`src/rtl/sm_fifo.sv`:
```
// State-machine FIFO pair: TX (host -> machine) and RX (machine -> host).
// The two FIFOs can be joined into one double-depth FIFO in either direction.
// Heads are first-word fall-through; error and stall flags are sticky.

// One circular buffer whose capacity is selected at run time (0, DEPTH or 2*DEPTH).
module sm_fifo_buf #(
  parameter int DEPTH = 4,
  parameter int PW    = $clog2(2 * DEPTH)
) (
  input  logic          clk_i,
  input  logic          rst_i,
  input  logic          flush_i,
  input  logic [3:0]    cap_i,
  input  logic          wr_i,
  input  logic [31:0]   wdata_i,
  input  logic          rd_i,
  output logic [31:0]   head_o,
  output logic [3:0]    level_o,
  output logic          full_o,
  output logic          empty_o,
  output logic          wr_drop_o,
  output logic          rd_rej_o
);
  logic [31:0]   mem_q [2*DEPTH];
  logic [PW-1:0] wptr_q, wptr_d, rptr_q, rptr_d;
  logic [3:0]    level_q, level_d;
  logic [3:0]    cap_m1;
  logic          wr_ok, rd_ok;

  // Accept/reject decisions use the level before the edge; pointers wrap at capacity-1.
  always_comb begin
    cap_m1  = cap_i - 4'd1;
    wr_ok   = wr_i && (level_q < cap_i);
    rd_ok   = rd_i && (level_q != 4'd0);
    wptr_d  = wptr_q;
    rptr_d  = rptr_q;
    level_d = level_q;
    if (flush_i) begin
      wptr_d  = '0;
      rptr_d  = '0;
      level_d = 4'd0;
    end else begin
      if (wr_ok) wptr_d = (wptr_q == cap_m1[PW-1:0]) ? '0 : wptr_q + PW'(1);
      if (rd_ok) rptr_d = (rptr_q == cap_m1[PW-1:0]) ? '0 : rptr_q + PW'(1);
      level_d = level_q + 4'(wr_ok) - 4'(rd_ok);
    end
  end

  // Pointer and level registers.
  always_ff @(posedge clk_i or posedge rst_i) begin
    if (rst_i) begin
      wptr_q  <= '0;
      rptr_q  <= '0;
      level_q <= 4'd0;
    end else begin
      wptr_q  <= wptr_d;
      rptr_q  <= rptr_d;
      level_q <= level_d;
    end
  end

  // Storage; wiped on reset so no queued word can reappear afterwards.
  always_ff @(posedge clk_i or posedge rst_i) begin
    if (rst_i) begin
      for (int i = 0; i < 2 * DEPTH; i++) mem_q[i] <= '0;
    end else if (wr_ok && !flush_i) begin
      mem_q[wptr_q] <= wdata_i;
    end
  end

  assign head_o    = (level_q != 4'd0) ? mem_q[rptr_q] : 32'h0;
  assign level_o   = level_q;
  assign full_o    = (level_q == cap_i);
  assign empty_o   = (level_q == 4'd0);
  assign wr_drop_o = wr_i && !wr_ok;
  assign rd_rej_o  = rd_i && (level_q == 4'd0);
endmodule

// Top level: capacity selection, join-change flush and sticky flags.
module sm_fifo #(
  parameter int DEPTH = 4
) (
  input  logic        clk,
  input  logic        reset,
  input  logic        m_en,
  input  logic        pull,
  input  logic        push,
  input  logic [31:0] m_wdata,
  output logic [31:0] m_rdata,
  output logic        empty,
  output logic        full,
  input  logic        tx_wr,
  input  logic [31:0] tx_wdata,
  input  logic        rx_rd,
  output logic [31:0] rx_rdata,
  input  logic        join_tx,
  input  logic        join_rx,
  input  logic        clr_flags,
  output logic [3:0]  tx_level,
  output logic [3:0]  rx_level,
  output logic        tx_full,
  output logic        rx_empty,
  output logic        tx_over,
  output logic        rx_under,
  output logic        tx_stall,
  output logic        rx_stall
);
  localparam logic [3:0] CAP1 = 4'(DEPTH);
  localparam logic [3:0] CAP2 = 4'(2 * DEPTH);

  logic       join_tx_q, join_rx_q;
  logic       join_chg;
  logic [3:0] cap_tx, cap_rx;
  logic       tx_drop, tx_rej, rx_drop, rx_rej;
  logic       tx_over_q, rx_under_q, tx_stall_q, rx_stall_q;

  // Capacity follows the registered join setting so it changes together with the flush.
  always_comb begin
    join_chg = (join_tx != join_tx_q) || (join_rx != join_rx_q);
    cap_tx   = CAP1;
    cap_rx   = CAP1;
    if (join_tx_q && !join_rx_q) begin
      cap_tx = CAP2;
      cap_rx = 4'd0;
    end else if (join_rx_q && !join_tx_q) begin
      cap_tx = 4'd0;
      cap_rx = CAP2;
    end
  end

  sm_fifo_buf #(.DEPTH(DEPTH)) u_tx (
    .clk_i(clk), .rst_i(reset), .flush_i(join_chg), .cap_i(cap_tx),
    .wr_i(tx_wr), .wdata_i(tx_wdata), .rd_i(pull && m_en),
    .head_o(m_rdata), .level_o(tx_level), .full_o(tx_full), .empty_o(empty),
    .wr_drop_o(tx_drop), .rd_rej_o(tx_rej)
  );

  sm_fifo_buf #(.DEPTH(DEPTH)) u_rx (
    .clk_i(clk), .rst_i(reset), .flush_i(join_chg), .cap_i(cap_rx),
    .wr_i(push && m_en), .wdata_i(m_wdata), .rd_i(rx_rd),
    .head_o(rx_rdata), .level_o(rx_level), .full_o(full), .empty_o(rx_empty),
    .wr_drop_o(rx_drop), .rd_rej_o(rx_rej)
  );

  // Join tracking and sticky flags; a set event wins over a simultaneous clear.
  always_ff @(posedge clk or posedge reset) begin
    if (reset) begin
      join_tx_q  <= 1'b0;
      join_rx_q  <= 1'b0;
      tx_over_q  <= 1'b0;
      rx_under_q <= 1'b0;
      tx_stall_q <= 1'b0;
      rx_stall_q <= 1'b0;
    end else begin
      join_tx_q  <= join_tx;
      join_rx_q  <= join_rx;
      tx_over_q  <= (tx_over_q  && !clr_flags) || (tx_drop && !join_chg);
      rx_under_q <= (rx_under_q && !clr_flags) || (rx_rej  && !join_chg);
      tx_stall_q <= (tx_stall_q && !clr_flags) || (tx_rej  && !join_chg);
      rx_stall_q <= (rx_stall_q && !clr_flags) || (rx_drop && !join_chg);
    end
  end

  assign tx_over  = tx_over_q;
  assign rx_under = rx_under_q;
  assign tx_stall = tx_stall_q;
  assign rx_stall = rx_stall_q;
endmodule

```
`config.mk`:
```
export PLATFORM = sky130hd
export DESIGN_NAME = sm_fifo
export DESIGN_NICKNAME = d
export VERILOG_FILES = /design/src/rtl/sm_fifo.sv
export SDC_FILE = /design/constraint.sdc
export NUM_CORES = 1
export LEC_CHECK = 0
export ABC_AREA = 1
export BUFFER_PORTS_ARGS = -buffer_cell sky130_fd_sc_hd__buf_2
export CAP_MARGIN = 5
export CORE_ASPECT_RATIO = 0.5
export CORE_UTILIZATION = 45
export CTS_CLUSTER_SIZE = 12
export DETAILED_ROUTE_END_ITERATION = 10
export PLACE_DENSITY = 0.74
export SETUP_SLACK_MARGIN = 0.5
export SLEW_MARGIN = 20
export SYNTH_ARGS = -nofsm -noshare
export SYNTH_HDL_FRONTEND = slang
export SYNTH_SLANG_ARGS = --single-unit
```
`constraint.sdc`:
```
create_clock -name clk -period 15.5 [get_ports clk]
set_input_delay 1.55 -clock clk [delete_from_list [all_inputs] [get_ports clk]]
set_output_delay 1.55 -clock clk [all_outputs]
set_load 0.005 [all_outputs]
```
==> results by stage <==
STA:
- Setup violations remaining at the end of the flow were counted as 0.
- Timing would allow up to between 150 and 200 MHz.
- For the final database, setup skew stands at between 10 and 15 ps.
- Once routing completed, OpenROAD measured the worst setup slack at 10,260 ps.
- The worst slew slack as a fraction of its limit is 11.96%.
- At the pin with the least slew margin, the transition time is roughly 1300 ps.
- The total count of hold-check failures in the final report is 0.
- The final count of pins violating max slew was 0.
- After layout, the minimum clock period comes to between 5000 and 6000 ps.
- The period utilization is 33.83%.
- In the final timing run, aggregate negative setup slack is 0 ps.
- Setup repair after global routing left no endpoint under its margin.

Worst setup path:
- The source of the worst register-to-register timing path is u_rx.level_o[2].
- The setup path with the least slack is of type reg -> out.
- The largest individual stage delay along the critical path comes from the cell buf_4.
- The arrival time of data at the critical path endpoint is 3690 ps.
- The most used cell along the critical path is nand2_1.
- Walking the worst path, the cells encountered are inv_4, buf_4, nand2_1, nand2_1, nand2_1, nand2_1, nor2_1, nor2_1, buf_2.
- The first element of the critical path is u_rx.rptr_q[0].
- The delay of the slowest cell on the worst path is 770 ps.
- STA classifies the critical path startpoint as a flop.
- STA classifies the critical path endpoint as an output port.
- STA puts the critical path data required time at 13,950 ps.
- The largest fanout of any net on the critical path is 73.

CTS:
- The later pin in the worst-skew pair is clocked with a latency of about 590 ps.
- The number of setup buffers added after CTS is 0.
- The count of instances resized after the clock tree is built is 0.
- The number of H-tree levels is 2.
- The master cell of the clock root buffer is clkbuf_16.
- The total clock buffers created by CTS is between 50 and 60.
- Clock-pin slew was measured on the worst setup and hold paths at 60 ps.
- The longest clock path from root to sink contains 3 buffers.
- TritonCTS built the clock tree.
- The number of hold-repair buffers added at the cts stage is 0.
- The clock sink count is 538.

Die:
- In this run the count of I/O pins placed on the die edge is 154.
- In this run the core area contains 64 standard-cell rows.
- The die extent in y is approximately 180 um.
- The floorplan step defined a die boundary enclosing 63,530 um^2.
- The initial utilization of the core area, before any placement, comes to 45.77%.
- The placeable core area is 61,420 um^2.
- In this run the horizontal extent of the chip is 355.5 um.

Layout:
- The layout filler cell count is 5,964.
- After the last flow step, the layout net total stands at slightly above 4,000.
- Cells with a size suffix above 1 make up around 7.7% of the layout.
- The library cells used most frequently in the layout, excluding fill and tap cells, are nand2_1 (1,856), nand3_1 (733), dfrtp_1 (534), inv_1 (296), buf_2 (153).
- The library cell used most frequently in the layout, excluding fill and tap cells, is nand2_1.
- The synthesis-to-finish area growth is 8.894%.
- The count of non-filler cells in the finished layout is 4,818.

Drt:
- The total number of vias is 25,530.
- The total length of routed wires is 79,380 um.
- The pre-antenna-repair detailed-routing pass consisted of 9 iterations.
- The first routing iteration left 3,187 violations.
- The average wire length per cell after detail routing is 16.48 um.
- The number of nets still failing antenna checks after routing is 0.
- The residual DRC count is 22.
- The average via count per standard cell is 5.298.

Global routing:
- The initial antenna violation count was 3.
- The maximum number of pins on one net before global-route repair is 260.
- The global-route total usage across every layer is 25.03%.
- The via count of the first global-routing pass was 23,980.
- The total grt overflow is 0.
- The first global-routing pass estimated 129,000 um of wire.

Yosys:
- After synthesis, flip-flops and latches occupy a little under half of the total area.
- The post-synthesis net count is 4,130.
- The number of warnings issued by yosys is 0.
- After technology mapping, the gate count stands at 4,034.
- The post-synthesis area per instance is 6.968 um^2.
- The post-synthesis sequential element count is 538.
- The mapped cell area is 28,110 um^2.
- Synthesis instantiated 21 different standard cells from the library.

Hold path:
- The kind of path behind the tightest hold check is reg -> reg.
- The worst hold path begins at u_rx.mem_q[130].

Status:
- The flow ran to the end, but the final reports show violations.
- The final reports fail on DRC.

Placed design:
- The number of instances in the placed design is 4,741.
- The sum of net half-perimeters after detailed placement is 42,060 um.
- The count of buffers added on input and output ports is ~150.
- The worst slack after detailed placement is 10,560 ps.
- At the end of routability-driven placement, the weighted congestion stood at a little under 0.8.

Run:
- The number of violations of the max-capacitance limit is 0.

Power:
- Overall power consumption after layout is estimated at 3.192 mW.
- The analysis attributes to cell leakage a power of about 17 nW.
- VDD sags by at most 0.07709 mV.
- The total power divided by cell area is 104.3 nW/um^2.
-- per-stage QoR --
| stage | cell area (um^2) | utilization (%) | hold WS (ps) |
|---|---|---|---|
| 5_1_grt | 30610 | 49.83 | 485.0 |
| 6_report | 30610 | 49.84 | 469.1 |
| 3_3_place_gp | 29090 | 47.37 | 452.6 |
| 3_5_place_dp | 29090 | 47.37 | 457.9 |
| 4_1_cts | 30570 | 49.78 | 472.8 |
| 2_1_floorplan | 28110 | - | 441.7 |
-- per-layer routing --
metal	wire, um	global-route usage, %	up-vias	part of all wire [%]
met5	0	0	-	0
met1	34000	33.88	12200	43
met4	1797	7.633	0	2.3
met2	38040	41.90	884	48
li1	-	-	12300	-
met3	5549	3.389	138	7.0
-- cells by family after synthesis --
logic type                 count (synthesis)  share of synthesized area [%]
buffers and inverters                    632                          9.040
xor gates and xnor gates                   2                        0.06233
adders and majority gates                 22                          1.033
AOI/OAI and AO/OA                         84                          1.496
and+or+nand+nor                         2756                          40.47
DFF                                      538                          47.89
-- flip-flops by register name, summed over array words and instances, names as in the netlist --
name / count
u_tx.wptr_q: 3
u_rx.level_o: 4
join_tx_q: 1
rx_under: 1
tx_stall: 1
u_tx.level_o: 4
u_rx.mem_q: 256
u_tx.rptr_q: 3
u_tx.mem_q: 256
u_rx.rptr_q: 3
join_rx_q: 1
tx_over: 1
u_rx.wptr_q: 3
rx_stall: 1
-- synth_stat cells (all sizes together) --
cell	instances	area [um^2]
a21oi	72	360.4
buf	96	450.4
clkbuf	228	934.6
clkinv	2	7.510
dfrtp	538	13460
fa	2	40.04
ha	20	250.2
inv	306	1149
nand2	1856	6967
nand3	737	3699
nor2	144	545.5
nor3	18	160.2
o21ai	12	60.06
or2	1	6.260
xnor2	2	17.52
-- power breakdown --
group,internal [mW],switching [mW],total (mW)
sequential,1.49,0.0542,1.54
combinational,0.157,0.311,0.468
clock,0.647,0.533,1.18
-- cell type report --
type	count	area (um^2)	area share, %
clock buffer	70	1460	4.770
timing repair buffer	207	1216	3.973
tap	825	1032	3.372
clock inverter	3	22.52	0.07358
antenna	3	7.507	0.02453
multi-input combinational	2864	12230	39.95
sequential	538	13480	44.03
inverter	308	1165	3.806
-- worst max-delay path, delay by kind of cell, from the launching register on --
kind,cells,cell delay [ps]
buf+inv,3,1560
flops,1,750
simple gates,6,610
-- path summary, 6_finish.rpt --
path / depth (start not counted) / slack (ps) / endpoint
worst max-delay path: 9 / 10260 / rx_rdata[14]
worst min-delay path: 2 / 470 / u_rx.mem_q[130]
worst max register to register: 11 / 12100 / u_rx.level_o[2]
worst min register to register: 2 / 470 / u_rx.mem_q[130]
max in group asynchronous: 5 / 11320 / u_tx.rptr_q[0]
min in group asynchronous: 2 / 1060 / join_tx_q
Note: power is estimated with default switching activity, not from simulation.
